$ cat src/rtl/edge_event_gen.sv
// edge_event_gen
//   Timed single-line transition source for mixed-sensitivity event monitors.
//   It accepts one command at a time over valid/ready. It waits cmd_delay
//   idle cycles and then applies one transition to one line. It also keeps
//   a running count of the events that a monitor must observe. That count is
//   posedges only on lines flagged in POSEDGE_MASK and any change on the
//   other lines.
//
// Ports
//   clk, reset        clock, synchronous active-high reset
//   cmd_valid/ready   command handshake
//   cmd_line          target line index (>= NUM_LINES flags err unless op 11)
//   cmd_op            00 set0, 01 set1, 10 toggle, 11 delay-only
//   cmd_delay         idle cycles before the transition is applied
//   lines_out         driven event lines
//   busy              command in flight
//   done_pulse        one-cycle strobe in the cycle after a command retires
//   expect_cnt        expected monitor event count (wraps modulo 2^CNT_W)
//   err               sticky bad-line flag

// Per-line transition: computes the next value of one line and whether that
// change is an event for the monitor.
module edge_event_gen_lane #(
  parameter bit POSEDGE_ONLY = 1'b0
) (
  input  logic       cur,
  input  logic       sel,
  input  logic [1:0] op,
  output logic       nxt,
  output logic       evt
);
  always_comb begin
    nxt = cur;
    if (sel) begin
      case (op)
        2'b00:   nxt = 1'b0;
        2'b01:   nxt = 1'b1;
        2'b10:   nxt = ~cur;
        default: nxt = cur;
      endcase
    end
    evt = POSEDGE_ONLY ? (~cur & nxt) : (cur ^ nxt);
  end
endmodule

module edge_event_gen #(
  parameter int                    NUM_LINES    = 3,
  parameter int                    DELAY_W      = 8,
  parameter int                    CNT_W        = 8,
  parameter logic [NUM_LINES-1:0]  POSEDGE_MASK = 3'b100
) (
  input  logic                 clk,
  input  logic                 reset,
  input  logic                 cmd_valid,
  output logic                 cmd_ready,
  input  logic [1:0]           cmd_line,
  input  logic [1:0]           cmd_op,
  input  logic [DELAY_W-1:0]   cmd_delay,
  output logic [NUM_LINES-1:0] lines_out,
  output logic                 busy,
  output logic                 done_pulse,
  output logic [CNT_W-1:0]     expect_cnt,
  output logic                 err
);
  localparam logic [2:0] NL = 3'(NUM_LINES);

  typedef enum logic {S_IDLE, S_WAIT} state_t;

  typedef struct packed {
    logic [1:0] line;
    logic [1:0] op;
  } cmd_t;

  state_t               state;
  cmd_t                 cmd_q;
  logic [DELAY_W-1:0]   dcnt_q;

  logic                 apply;
  logic                 is_nop;
  logic                 line_ok;
  logic [NUM_LINES-1:0] lines_nxt;
  logic [NUM_LINES-1:0] evt;

  assign cmd_ready = (state == S_IDLE);
  assign busy      = (state == S_WAIT);

  // The transition lands on the edge where the delay counter is already zero.
  // That puts the change at handshake + 1 + cmd_delay.
  assign apply   = (state == S_WAIT) && (dcnt_q == '0);
  assign is_nop  = (cmd_q.op == 2'b11);
  assign line_ok = ({1'b0, cmd_q.line} < NL);

  // Only the addressed lane is selected, so at most one evt bit is set.
  // An out-of-range index selects no lane.
  for (genvar i = 0; i < NUM_LINES; i++) begin : g_lane
    edge_event_gen_lane #(.POSEDGE_ONLY(POSEDGE_MASK[i])) u_lane (
      .cur (lines_out[i]),
      .sel (apply && !is_nop && (cmd_q.line == 2'(i))),
      .op  (cmd_q.op),
      .nxt (lines_nxt[i]),
      .evt (evt[i])
    );
  end

  always_ff @(posedge clk) begin
    if (reset) begin
      state      <= S_IDLE;
      cmd_q      <= '0;
      dcnt_q     <= '0;
      lines_out  <= '0;
      expect_cnt <= '0;
      err        <= 1'b0;
      done_pulse <= 1'b0;
    end else begin
      done_pulse <= 1'b0;
      case (state)
        S_IDLE: begin
          if (cmd_valid) begin
            cmd_q  <= '{line: cmd_line, op: cmd_op};
            dcnt_q <= cmd_delay;
            state  <= S_WAIT;
          end
        end
        S_WAIT: begin
          if (!apply) begin
            dcnt_q <= dcnt_q - 1'b1;
          end else begin
            lines_out  <= lines_nxt;
            expect_cnt <= expect_cnt + CNT_W'(|evt);
            if (!is_nop && !line_ok) err <= 1'b1;
            done_pulse <= 1'b1;
            state      <= S_IDLE;
          end
        end
        default: state <= S_IDLE;
      endcase
    end
  end
endmodule
$ cat config.mk
export PLATFORM = sky130hd
export DESIGN_NAME = edge_event_gen
export DESIGN_NICKNAME = d
export VERILOG_FILES = /design/src/rtl/edge_event_gen.sv
export SDC_FILE = /design/constraint.sdc
export NUM_CORES = 1
export LEC_CHECK = 0
export CAP_MARGIN = 25
export CORE_MARGIN = 2
export CORE_UTILIZATION = 30
export CTS_BUF_LIST = sky130_fd_sc_hd__clkbuf_8
export DETAILED_ROUTE_END_ITERATION = 10
export HOLD_SLACK_MARGIN = 0.05
export PLACE_DENSITY = 0.6
export RECOVER_POWER = 25
export SLEW_MARGIN = 10
export SYNTH_ARGS = -nofsm -noshare
export SYNTH_HDL_FRONTEND = slang
export SYNTH_SLANG_ARGS = --single-unit
$ cat constraint.sdc
create_clock -name clk -period 3 [get_ports clk]
set_input_delay 0.6 -clock clk [delete_from_list [all_inputs] [get_ports clk]]
set_output_delay 0.6 -clock clk [all_outputs]
set_load 0.02 [all_outputs]
# After elaboration in Yosys (flattened, before gate mapping)
# Cells that the tools add are included.
[totals]
ff_bits = 26
output_inout_bits = 15
[classes]
add_sub_neg = 2
magnitude_cmp = 1
n_eq_ne = 7
muxes = 13
bitwise = 7
n_reduce_logical = 17
[op_table]
columns = ["op", "n"]
rows = [
  ["$mux W8", 2],
  ["$pmux W8 S2", 1],
  ["$pmux W1 S3", 3],
  ["$add A8 B1 Y8", 1],
  ["$logic_not A8 Y1", 1],
  ["$sub A8 B1 Y8 const B", 1],
  ["$eq A2 B2 Y1 const B", 3],
  ["$logic_and A1 B1 Y1", 6],
  ["$mux W1", 6],
  ["$reduce_and A2 Y1", 3],
  ["$eq A2 B1 Y1 const B", 2],
  ["$logic_not A2 Y1", 2],
  ["$ne A2 B2 Y1 const B", 2],
  ["$not A1 Y1", 4],
  ["$reduce_and A3 Y1", 1],
  ["$reduce_or A3 Y1", 1],
  ["$logic_not A1 Y1", 2],
  ["$lt A2 B2 Y1 const B", 1],
  ["$pmux W1 S2", 1],
  ["$reduce_or A2 Y1", 1],
  ["$xor A1 B1 Y1", 2],
  ["$and A1 B1 Y1", 1],
]

# Longest topological paths before layout
[depth]
word_depth = 8
depth_mapped = 11
mapped_depth_nobuf = 10

# Cells and area by module
# From an unflattened synthesis, not the netlist that was laid out.
[hier_totals]
hier_cells = 168
area_unflattened_um2 = 1447.6
[by_module_without_submodules]
columns = ["mod", "instances", "cells_each", "area_per_inst_um2", "seq_area_each_um2"]
rows = [
  ["edge_event_gen", 1, 150, 1315.0, 520.5],
  ["edge_event_gen_lane at g_lane[0].u_lane ...", 2, 6, 42.5, 0.0],
  ["edge_event_gen_lane at g_lane[2].u_lane", 1, 6, 47.5, 0.0],
]

# Worst setup path after synthesis
# No wires, ideal clock.
[synth_path]
path_type = "register to register"
from = "register dcnt_q[0]"
to = "register expect_cnt[2]"
setup_ns = 0.128
arrival_ns = 2.481
t_required_ns = 2.872
slack_ns = 0.392
stages_incl_launch_ff = 12
cell_sequence = "dfxtp_1 > inv_1 > ha_1 > or4b_1 > buf_2 > nor2_1 > and3_1 > ha_1 > nand2_1 > or3_1 > xnor2_1 > nor2_1"
[synth_via]
elab_chain_cells = 8
word_cells_on_any_way = 15
[synth_lines]
columns = ["item", "line", "rtl"]
rows = [
  ["from (decl)", "76", "logic [DELAY_W-1:0] dcnt_q;"],
  ["from (signal assigned)", "120", "dcnt_q <= cmd_delay;"],
  ["from (signal assigned)", "126", "dcnt_q <= dcnt_q - 1'b1;"],
  ["$logic_not A8 Y1 *", "89", "assign apply = (state == S_WAIT) && (dcnt_q == '0);"],
  ["$logic_and A1 B1 Y1 *", "89", ""],
  ["$logic_and A1 B1 Y1 (2 in a row)", "98", ".sel (apply && !is_nop && (cmd_q.line == 2'(i))),"],
  ["$mux W1", "34", "if (sel) begin"],
  ["$xor A1 B1 Y1 / $and A1 B1 Y1 (equally long branches)", "42", "evt = POSEDGE_ONLY ? (~cur & nxt) : (cur ^ nxt);"],
  ["$reduce_or A3 Y1", "129", "expect_cnt <= expect_cnt + CNT_W'(|evt);"],
  ["$add A8 B1 Y8", "129", ""],
  ["to (signal assigned)", "129", ""],
  ["to (decl)", "62", "output logic [CNT_W-1:0] expect_cnt,"],
]
# Mark *: on every way between the ends. The rest lies on a longest branch, timed or not.
# A chain may end at the register's enable or synchronous reset.

# Worst setup path in the final report
# Ends and elaborated chain as after synthesis.

==> impl_summary.md <==
Detailed routing
Wires add up to 3147 um. The count of TritonRoute iterations in the first routing pass is 5. The number of DRC markers in iteration 0 is 63. The overall via count from detail_route is 1279. The total DRC errors in the routed layout is 0. The post-detailed-route count of antenna-violating nets is 0. Dividing the detail-routed wire length by the instance count gives 12.74 um.

Dividing the detail-routed via count by the number of cells gives 5.178.

STA
The final max-slew violation count is 0. The setup skew after layout is 0.008036 ns. The final critical-path share of the clock period is 81.74%. The count of endpoints failing setup in the final report is 0. In this run the tightest slew margin relative to its limit is 55.07%.

The least setup slack across all paths after layout is 0.5477 ns. The final number of hold-violating endpoints is 0. Timing would allow up to 407.8 MHz. For the final routed database, the setup TNS stands at 0 ns.

Setup repair after global routing left no endpoint under its margin. The minimum period implied by the final worst setup slack is 2.452 ns. The tightest hold path in the finished design has a slack of 0.4887 ns.

The measured slew at the worst slew-check pin is 0.6717 ns.

Clock network
The post-CTS setup repair buffer count is 0. The number of buffers on the longest clock path is 2. Buffers inserted to repair hold after CTS numbered 0.

The deepest level of the CTS H-tree is 1. The CTS buffer count is 3. The CTS root buffer is sky130_fd_sc_hd__clkbuf_8.

TritonCTS built the clock tree. The clock latency reported for the late side of the worst-skew pair is 0.28 ns. The count of clock tree sinks is 26. After clock tree synthesis, the clock-pin slew on the worst setup and hold paths is 0.10 ns. The number of cells upsized or downsized after cts is 0.

Hold path
The worst hold path begins at err. The tightest min-delay check is of the reg2reg type. The worst hold path stage count is 2. The path with the worst hold slack has its endpoint at err.

Power and ir drop
In this run the static leakage power is 0.6215 nW. The cell internal power dissipation is 0.6325 mW. The part of the total power dissipated in combinational logic is 22.5%. The clock network fraction of design power is 33.6%. Dividing total power by cell area gives a power density of 492.4 nW/um^2. The sum of internal, switching and leakage power is 0.8891 mW. The maximum resistive drop on vdd is 0.1809 mV. Net switching is 28.86% of the power.

The sequential share of power is 43.9%. For this design the total switching power over the nets is 0.2566 mW.

Yosys
The mapped netlist covers 1410 sq um. For this run, the number of Yosys warnings is 0. The biggest area contributor in the post-synthesis netlist is sky130_fd_sc_hd__dfxtp_1. Sequential cells were found to cover 36.91% of the synthesized design area. Synthesis inferred 26 register bits. The post-synthesis cell count is 169. The average cell area after synthesis is 8.344 sq um.

Summed over its instances, the top area cell type makes up 36.91% of the synthesized netlist area. The number of nets handed over by synthesis was 188. The netlist uses 40 different library cells. Yosys attributes the largest share of cell area to sky130_fd_sc_hd__dfxtp_1 37%, sky130_fd_sc_hd__a21oi_1 6.4%, sky130_fd_sc_hd__nand2_1 4.8%.

Worst setup path
The sort of element at the end of the critical path is a register. On the worst path, the slowest cell contributes a delay of 0.47 ns. The slowest stage of the critical path is the sky130_fd_sc_hd__or4b_1 cell. The internal reg-to-reg setup slack is 0.55 ns. The startpoint identified for the worst register-to-register timing path is dcnt_q[0]. Data on the critical path is required at its endpoint by 3.19 ns.

Along the worst path, the maximum fanout reaches 5. The path depth of the worst reg2reg path is 10. STA classifies the critical path startpoint as a register. The critical path is of the reg2reg type. Walking the worst path, the cells encountered are inv_1 -> ha_1 -> or4b_1 -> nor2_1 -> and3_1 -> ha_1 -> nand2_1 -> or3_1 -> xnor2_1 -> nor2_1.

The endpoint of the most critical register-to-register path is expect_cnt[2]. The critical path data arrival time is 2.64 ns.

Global routing
The number of antenna violations at the first check in global routing is 0. The maximum number of pins on one net before global-route repair is 19. The total overflow left after global routing is 0. The via count of the first global-routing pass came to 1192.

Global routing used 12.92% of the available tracks across all layers. The first-pass GRT wire length is 5395 um.

Layout
For this run, the share of the core covered by cells in the final layout is 40.63%. In the final design database the tool counted 215 nets. The library cell used most frequently in the layout, excluding fill and tap cells, is sky130_fd_sc_hd__dfxtp_1.

The number of diodes is 0. Fill cells in the final layout number 469. The post-route netlist has 8.718% of its cells at a drive strength greater than 1. In the layout the commonest cells are 26 x sky130_fd_sc_hd__dfxtp_1, 24 x sky130_fd_sc_hd__clkdlybuf4s50_1, 18 x sky130_fd_sc_hd__a21oi_1, 18 x sky130_fd_sc_hd__nand2_1, 14 x sky130_fd_sc_hd__nor2_1.

The layout overhead on the synthesized area is 28.04%. The area taken by flip-flops and latches is 520.5 sq um. Summing all multi-input logic gate instances after layout gives 794.5 sq um.

Outcome
The flow ran to the end, and the final reports show no timing, DRC or antenna violations.

Place
OpenSTA, run right after detailed placement, puts the worst setup slack at 0.5340 ns. The routability congestion estimate from global placement is 0.8640. The detailed placement HPWL is 2350 um. The count of buffers added on input and output ports is 29.

Floorplanning
The die is 72.56 um wide. The floorplan die height is 72.56 um. The core region is 4444 sq um. For this configuration, the core starts out at a cell density of 31.73%. The area enclosed by the die boundary is 5265 sq um. The top-level port count is 30. The floorplan has 24 rows.

Run
The tool flagged a number of max-cap violations equal to 0.
-- Yosys cell counts, drive strengths merged --
| library cell | n |
|---|---|
| a21oi | 18 |
| o22a | 1 |
| and2 | 1 |
| nand4 | 7 |
| o21ai | 9 |
| buf | 6 |
| xor2 | 1 |
| a211oi | 1 |
| o211ai | 2 |
| nor4b | 1 |
| a221oi | 1 |
| or4 | 1 |
| mux2 | 2 |
| inv | 8 |
| o311ai | 1 |
| or3b | 1 |
| dfxtp | 26 |
| clkbuf | 6 |
| or4b | 2 |
| o32ai | 1 |
| nor2b | 3 |
| nor3 | 2 |
| xnor2 | 7 |
| nand2 | 18 |
| and3 | 1 |
| or3 | 3 |
| o41ai | 3 |
| o2bb2ai | 1 |
| a41oi | 1 |
| o22ai | 2 |
| a32oi | 1 |
| nand3 | 2 |
| ha | 4 |
| nor4 | 6 |
| nor2 | 14 |
| nand2b | 5 |
-- per-stage QoR --
stage | area, sq um | instances
final | 1805 | 247
after global routing | 1805 | 247
after CTS | 1809 | 247
after detailed placement | 1738 | 243
after global placement | 1738 | 243
after floorplan | 1410 | 169
-- per-layer routing --
layer	track usage [%]	wire length, um
met3	3.333	102
met4	5.761	42
met1	16.62	1561
met5	0	0
met2	20.30	1441
-- kinds of logic after synthesis --
| family | synth area share (%) |
|---|---|
| simple gates | 27.51 |
| compound gates | 18.72 |
| flops | 36.91 |
| buf+inv | 6.743 |
| xor+xnor | 4.969 |
| fa+ha+maj | 3.549 |
| mux | 1.597 |
-- registers in the layout (all words and copies together), names as in the netlist --
name and count:
dcnt_q 8, busy 1, done_pulse 1, lines_out 3
cmd_q 4, err 1, expect_cnt 8
-- cell type report --
class | count | area share (%)
Multi-Input combinational cell | 123 | 44.01
Sequential cell | 26 | 28.83
Timing Repair Buffer | 34 | 17.95
Tap cell | 52 | 3.604
Clock buffer | 3 | 2.287
Clock inverter | 1 | 1.663
Inverter | 8 | 1.663
-- power groups by stage --
stage / logic, mW / clock network (mW) / registers (mW)
3_5_place_dp: 0.201 / 0 / 0.397
2_1_floorplan: 0.142 / 0 / 0.390
4_1_cts: 0.201 / 0.307 / 0.389
6_report: 0.200 / 0.298 / 0.390
5_1_grt: 0.222 / 0.317 / 0.394
3_3_place_gp: 0.202 / 0 / 0.397
-- worst max-delay path by stage --
stage                          to  startpoint
finish              expect_cnt[2]   dcnt_q[0]
global route        expect_cnt[2]   dcnt_q[0]
floorplan           expect_cnt[2]   dcnt_q[0]
CTS                 expect_cnt[2]   dcnt_q[0]
global placement    expect_cnt[2]   dcnt_q[0]
detailed placement  expect_cnt[2]   dcnt_q[0]
-- critical path: cells and delay by family (launching register included) --
kind | cells | cell delay (ns)
DFF | 1 | 0.34
adders and majority gates | 2 | 0.41
buffers and inverters | 1 | 0.12
xor gates and xnor gates | 1 | 0.14
and+or+nand+nor | 6 | 1.36
Note: power is estimated with default switching activity, not from simulation.
